**config.mk**
```make
export PLATFORM = sky130hd
export DESIGN_NAME = elevator_nfloor_fsm
export DESIGN_NICKNAME = d
export VERILOG_FILES = /design/src/rtl/elevator_pkg.sv /design/src/rtl/elevator_dir_sched.sv /design/src/rtl/elevator_nfloor_fsm.sv
export SDC_FILE = /design/constraint.sdc
export NUM_CORES = 1
export LEC_CHECK = 0
export BUFFER_PORTS_ARGS = -buffer_cell sky130_fd_sc_hd__buf_4
export CAP_MARGIN = 20
export CORE_MARGIN = 2
export CORE_UTILIZATION = 56
export CTS_CLUSTER_DIAMETER = 40
export DETAILED_ROUTE_END_ITERATION = 12
export GPL_ROUTABILITY_DRIVEN = 0
export GPL_TIMING_DRIVEN = 0
export PLACE_DENSITY = 0.76
export SYNTH_ARGS = -nofsm -noshare
export SYNTH_HDL_FRONTEND = slang
export SYNTH_SLANG_ARGS = --single-unit
```
**constraint.sdc**
```tcl
create_clock -name clk_i -period 3.2 [get_ports clk_i]
set_input_delay 0.32 -clock clk_i [delete_from_list [all_inputs] [get_ports clk_i]]
set_output_delay 0.32 -clock clk_i [all_outputs]
set_load 0.005 [all_outputs]
```
**src/rtl/elevator_pkg.sv**
```systemverilog
// Purpose: shared types, default parameters and width helper for the N-floor elevator controller.
// Latency: n/a (declarations only).
// Backpressure: n/a.
package elevator_pkg;

    localparam int DEF_N_FLOORS      = 4;
    localparam int DEF_DOOR_CYCLES   = 10;
    localparam int DEF_TRAVEL_CYCLES = 2;

    typedef enum logic [1:0] {
        IDLE      = 2'd0,
        MOVE      = 2'd1,
        DOOR_OPEN = 2'd2
    } state_e;

    // Width needed to index n items; never narrower than one bit.
    function automatic int floor_w(input int n);
        return (n < 2) ? 1 : $clog2(n);
    endfunction

endpackage

```
**src/rtl/elevator_dir_sched.sv**
```systemverilog
// Purpose: SCAN direction scheduler; classifies pending requests relative to the cabin and picks the travel direction.
// Latency: purely combinational.
// Backpressure: none.
// Ports: pending/pos/up in; req_here, req_above, req_below, next_up, go out.
module elevator_dir_sched
    import elevator_pkg::*;
#(
    parameter  int N_FLOORS = DEF_N_FLOORS,
    localparam int PW       = floor_w(N_FLOORS)
) (
    input  logic [N_FLOORS-1:0] pending,
    input  logic [PW-1:0]       pos,
    input  logic                up,
    output logic                req_here,
    output logic                req_above,
    output logic                req_below,
    output logic                next_up,
    output logic                go
);

    always_comb begin
        req_here  = 1'b0;
        req_above = 1'b0;
        req_below = 1'b0;
        for (int k = 0; k < N_FLOORS; k++) begin
            if (PW'(k) == pos) begin
                req_here = req_here | pending[k];
            end else if (PW'(k) > pos) begin
                req_above = req_above | pending[k];
            end else begin
                req_below = req_below | pending[k];
            end
        end
    end

    // Keep heading the same way while work remains there; otherwise turn
    // around if the other side has work; with no work at all, hold.
    always_comb begin
        if (up) begin
            next_up = req_above | ~req_below;
        end else begin
            next_up = req_above & ~req_below;
        end
    end

    // Only leave the floor when nobody is waiting here; the door wins.
    assign go = ~req_here & (req_above | req_below);

endmodule

```
**src/rtl/elevator_nfloor_fsm.sv**
```systemverilog
// Purpose: N-floor elevator controller; latches floor calls and serves them in SCAN order with travel and door-dwell timing.
// Latency: a call at the cabin floor opens the door one edge after it is latched; TRAVEL_CYCLES edges per floor.
// Backpressure: none; call_i is sampled every edge and held in the pending register until served.
// Ports: clk_i, rst_ni, call_i in; open_o, floor_o, pos_o, up_o, moving_o, pending_o out.
module elevator_nfloor_fsm
    import elevator_pkg::*;
#(
    parameter  int N_FLOORS      = DEF_N_FLOORS,
    parameter  int DOOR_CYCLES   = DEF_DOOR_CYCLES,
    parameter  int TRAVEL_CYCLES = DEF_TRAVEL_CYCLES,
    localparam int PW            = floor_w(N_FLOORS)
) (
    input  logic                clk_i,
    input  logic                rst_ni,
    input  logic [N_FLOORS-1:0] call_i,
    output logic                open_o,
    output logic [N_FLOORS-1:0] floor_o,
    output logic [PW-1:0]       pos_o,
    output logic                up_o,
    output logic                moving_o,
    output logic [N_FLOORS-1:0] pending_o
);

    // One shared down-counter serves both travel and dwell; it only ever
    // needs to hold the larger of the two reload values.
    localparam int TMAX = (DOOR_CYCLES > TRAVEL_CYCLES) ? DOOR_CYCLES : TRAVEL_CYCLES;
    localparam int TW   = floor_w(TMAX);

    localparam logic [TW-1:0]       DOOR_LOAD   = TW'(DOOR_CYCLES - 1);
    localparam logic [TW-1:0]       TRAVEL_LOAD = TW'(TRAVEL_CYCLES - 1);
    localparam logic [N_FLOORS-1:0] ONE_HOT0    = N_FLOORS'(1);

    localparam logic [1:0] S_IDLE = IDLE;
    localparam logic [1:0] S_MOVE = MOVE;
    localparam logic [1:0] S_DOOR = DOOR_OPEN;

    logic [1:0]          rst_sync_q;
    logic                core_rst_n;

    logic [1:0]          state_q, state_d;
    logic [PW-1:0]       pos_q, pos_d;
    logic                up_q, up_d;
    logic [TW-1:0]       tmr_q, tmr_d;
    logic [N_FLOORS-1:0] pend_q, pend_d;

    logic                req_here, req_above, req_below, next_up, go;
    logic [PW-1:0]       pos_step;
    logic [N_FLOORS-1:0] here_oh, step_oh;

    // Reset asserts immediately but is released only after two edges so
    // every state flop leaves reset on the same clock.
    always_ff @(posedge clk_i or negedge rst_ni) begin
        if (!rst_ni) begin
            rst_sync_q <= 2'b00;
        end else begin
            rst_sync_q <= {rst_sync_q[0], 1'b1};
        end
    end
    assign core_rst_n = rst_sync_q[1];

    elevator_dir_sched #(
        .N_FLOORS (N_FLOORS)
    ) u_sched (
        .pending   (pend_q),
        .pos       (pos_q),
        .up        (up_q),
        .req_here  (req_here),
        .req_above (req_above),
        .req_below (req_below),
        .next_up   (next_up),
        .go        (go)
    );

    // The scheduler never requests a step past either end, so the wrap of
    // this add/subtract is never taken.
    assign pos_step = up_q ? (pos_q + PW'(1)) : (pos_q - PW'(1));
    assign here_oh  = ONE_HOT0 << pos_q;
    assign step_oh  = ONE_HOT0 << pos_step;

    always_comb begin
        state_d = state_q;
        pos_d   = pos_q;
        up_d    = up_q;
        tmr_d   = tmr_q;

        // A same-floor call while the door is open only stretches the dwell;
        // it must not leave a stale request behind.
        if (state_q == S_DOOR) begin
            pend_d = pend_q | (call_i & ~here_oh);
        end else begin
            pend_d = pend_q | call_i;
        end

        case (state_q)
            S_IDLE: begin
                if (req_here) begin
                    state_d = S_DOOR;
                    tmr_d   = DOOR_LOAD;
                    pend_d  = pend_d & ~here_oh;
                end else if (go) begin
                    state_d = S_MOVE;
                    up_d    = next_up;
                    tmr_d   = TRAVEL_LOAD;
                end
            end
            S_MOVE: begin
                if (tmr_q != '0) begin
                    tmr_d = tmr_q - TW'(1);
                end else begin
                    // Arrival: stop only if this floor was already requested,
                    // otherwise pass through via one IDLE cycle.
                    pos_d = pos_step;
                    if (|(pend_q & step_oh)) begin
                        state_d = S_DOOR;
                        tmr_d   = DOOR_LOAD;
                        pend_d  = pend_d & ~step_oh;
                    end else begin
                        state_d = S_IDLE;
                    end
                end
            end
            S_DOOR: begin
                if (|(call_i & here_oh)) begin
                    tmr_d = DOOR_LOAD;
                end else if (tmr_q == '0) begin
                    state_d = S_IDLE;
                end else begin
                    tmr_d = tmr_q - TW'(1);
                end
            end
            default: begin
                state_d = S_IDLE;
            end
        endcase
    end

    always_ff @(posedge clk_i or negedge core_rst_n) begin
        if (!core_rst_n) begin
            state_q <= S_IDLE;
            pos_q   <= '0;
            up_q    <= 1'b1;
            tmr_q   <= '0;
            pend_q  <= '0;
        end else begin
            state_q <= state_d;
            pos_q   <= pos_d;
            up_q    <= up_d;
            tmr_q   <= tmr_d;
            pend_q  <= pend_d;
        end
    end

    assign open_o    = (state_q == S_DOOR);
    assign moving_o  = (state_q == S_MOVE);
    assign floor_o   = moving_o ? '0 : here_oh;
    assign pos_o     = pos_q;
    assign up_o      = up_q;
    assign pending_o = pend_q;

endmodule

```
==> flow_metrics.py <==
metrics = {
    "cells_and_area": {
        "postLayoutCellArea_mm2": 0.00135,
        "num_antenna_cells": 0,
        "stdcell_count": 175,
        "final_layout_size_suffix_gt1_frac": 0.236,
        "fillerInstances": 160,
        "fin_nets": 165,
        "regArea_um2": 377,
        "syn_to_final_growth_pct": 18.0,
        "multiInputGateArea_um2": 712,
    },
    "floorplan": {
        "die_x_um": 49.3,
        "core_mm2": 0.00194,
        "placementRows": 16,
        "die-area_mm2": 0.00243,
        "boundaryPins": 19,
        "die_h_um": 49.3,
        "start_util": 0.591,
    },
    "worst_setup_path": {
        "crit_type": "reg2reg",
        "slowest_delay_ns": 0.52,
        "crit_fanout": 8,
        "arrival_ns": 2.70,
        "crit_path_end_kind": "flop",
        "crit_chain": "inv_1 > ha_1 > xnor2_2 > mux4_2 > nor2_2 > a211oi_2 > mux2_2",
        "cp_data_required_time_ns": 3.38,
        "critPathLaunchType": "flop",
        "cpMaxStageDelayCell": "dfrtp_1",
    },
    "global_routing": {
        "grt_overflow": 0,
        "grt_max_degree": 14,
        "track_usage": 0.240,
        "antenna_found_initial": 0,
        "first_global_vias": 1009,
        "grt_pass1_wl_um": 4440,
    },
    "clock_tree": {
        "cts-buffers-inserted": 3,
        "root_buffer": "clkbuf_4",
        "post_cts_resized": 0,
        "cts_tree": "yes",
        "cts_setup_buffers": 0,
        "hold_buffers": 1,
        "cts.sinks": 15,
        "cts_buffer_depth": 2,
        "clkSlewWorstSetupHoldPaths_ns": 0.10,
        "htreeDepth": 1,
        "clock_latency_ns": 0.29,
    },
    "routing": {
        "drtIter0Drc": 51,
        "viasPerCell": 6.10,
        "postRouteAntennaNets": 0,
        "dr.pass1.iters": 4,
        "wl_per_cell_um": 15.1,
        "drc": 0,
        "routed_wl_um": 2650,
        "num_vias": 1067,
    },
    "synth": {
        "synth_compound_area_frac": 0.209,
        "ys_warn_count": 0,
        "seq_area_frac_synth": 0.328,
        "ys_ff_latch": 15,
        "synth_top_family_by_area": "simple AND/OR/NAND/NOR gates",
        "synth_cells": 125,
        "synth-async-reset-ratio": 1.00,
        "synth_area_leaders": "dfrtp_1, ha_1, nand2_1, a21oi_1, nor2b_1",
        "synth_top_area_frac": 0.305,
        "synth_area_per_cell_um2": 9.18,
        "yosysTopAreaCell": "dfrtp_1",
        "synth-simple-area-share": 0.214,
        "synth_mux_area_frac": 0.0480,
        "synth_edf_count": 0,
        "yosys.area_share.adder": 0.109,
        "synth_most_common_cell": "nand2_1",
        "ys_types": 40,
        "synth_nets": 141,
        "synthTopCellsByCount": "nand2_1, dfrtp_1, a21oi_1, ha_1, nor2b_1",
        "syn_area_mm2": 0.00115,
        "synth-xor-area-share": 0.0371,
        "synth_flop_cell": "dfrtp_1",
    },
    "placed_design": {
        "numPortBuffers": 18,
        "place_ws_ns": 0.700,
        "dpl_cell_area_mm2": 0.00132,
        "hpwlAfterDp_um": 1970,
        "dp.cells": 170,
    },
    "timing": {
        "post-route-min-period_ns": 2.52,
        "hold_viol_final": 0,
        "setup_viol": 0,
        "max_freq_mhz": 396,
        "setup_ws_ns": 0.677,
        "skew_ns": 0.00498,
        "slew_viol_final": 0,
        "tightest_slew_ns": 0.558,
        "grt_setup_unrepaired": "no",
        "min_period_over_period": 0.788,
        "relSlewSlack": 0.628,
        "tns_ns": 0,
    },
    "power": {
        "power.density_mw_per_mm2": 1260,
        "p_leak_nw": 0.603,
        "ir_drop_uv": 854,
    },
    "status": {
        "status": "finished clean",
    },
    "hold_path": {
        "holdCritPathClass": "reg2async",
    },
    "flow_run": {
        "max-cap-violations": 0,
    },
}
==> critical path: cells and delay by family (launching register included) <==
kind                     cells  cell delay, ns
XOR/XNOR                     1            0.18
buffers and inverters        1            0.17
flip-flops                   1            0.52
AND/OR/NAND/NOR              1            0.05
AO/OA/AOI/OAI                1            0.37
adder cells (fa/ha/maj)      1            0.39
multiplexers                 2            0.75
==> worst paths after layout <==
path | from | to | slack [ns] | cells after the start
setup / recovery | pos_o[0]$_DFFE_PN0P_ | tmr_q[1]$_DFFE_PN0P_ | 0.68 | 7
hold / removal | rst_sync_q[1]$_DFF_PN0_ | pending_o[1]$_DFF_PN0_ | 0.23 | 0
setup reg to reg | pos_o[0]$_DFFE_PN0P_ | tmr_q[1]$_DFFE_PN0P_ | 0.68 | 7
hold reg to reg | rst_sync_q[1]$_DFF_PN0_ | pending_o[1]$_DFF_PN0_ | 0.23 | 0
max in group asynchronous | rst_sync_q[1]$_DFF_PN0_ | tmr_q[0]$_DFFE_PN0P_ | 2.60 | 0
min in group clk_i | call_i[1] | pending_o[1]$_DFF_PN0_ | 0.33 | 3
==> sequential cells by signal, indices dropped and copies added (netlist names) <==
signal	flops
state_q	2
rst_sync_q	2
pos_o	2
up_o	1
tmr_q	4
pending_o	4
==> routing by layer <==
metal  vias up  GRT usage  wire length [µm]
met5         -          0                 0
met4         0      0.100                19
met3         2     0.0399               201
met2        50      0.405              1350
met1       517      0.300              1080
li1        498          -                 -
==> through the flow <==
step                      hold WS (ns)  total power [mW]   util
after CTS                        0.253              1.70  0.697
final                            0.229              1.70  0.697
after global placement           0.101              1.54  0.678
after floorplan                 0.0244              1.25      -
after global routing             0.300              1.86  0.697
after detailed placement         0.103              1.58  0.678
==> cells in the final DEF, fill, tap and decap left out, types with 3 or more instances in the layout <==
| master | netlist | final |
|---|---|---|
| a22oi_1 | 7 | 7 |
| a21oi_1 | 12 | 12 |
| o21ai_0 | 8 | 8 |
| nor2b_1 | 9 | 9 |
| nand2_1 | 18 | 18 |
| nor2_1 | 4 | 4 |
| nand3_1 | 3 | 3 |
| ha_1 | 10 | 10 |
| clkbuf_4 | 0 | 3 |
| buf_4 | 0 | 18 |
| dfrtp_1 | 14 | 14 |
| nand4_1 | 3 | 3 |
| inv_1 | 6 | 6 |
==> cells by family after synthesis <==
family	after synthesis
AOI/OAI and AO/OA	37
xor gates and xnor gates	4
adders and majority gates	10
buffers and inverters	8
DFF	15
muxes	4
other	1
and+or+nand+nor	46
==> power breakdown <==
part / switching, mW / leakage, nW / internal [mW]
Clock: 0.0666 / 0.0177 / 0.0464
Sequential: 0.120 / 0.178 / 0.284
Combinational: 0.609 / 0.407 / 0.578
==> final cells by class <==
cell class,count,area share
multi-input combinational,102,0.526
clock inverter,1,0.00370
inverter,6,0.0166
clock buffer,3,0.0166
buffer,2,0.0268
sequential,15,0.278
timing repair buffer,19,0.107
tap,27,0.0250
Note: power is estimated with default switching activity, not from simulation.
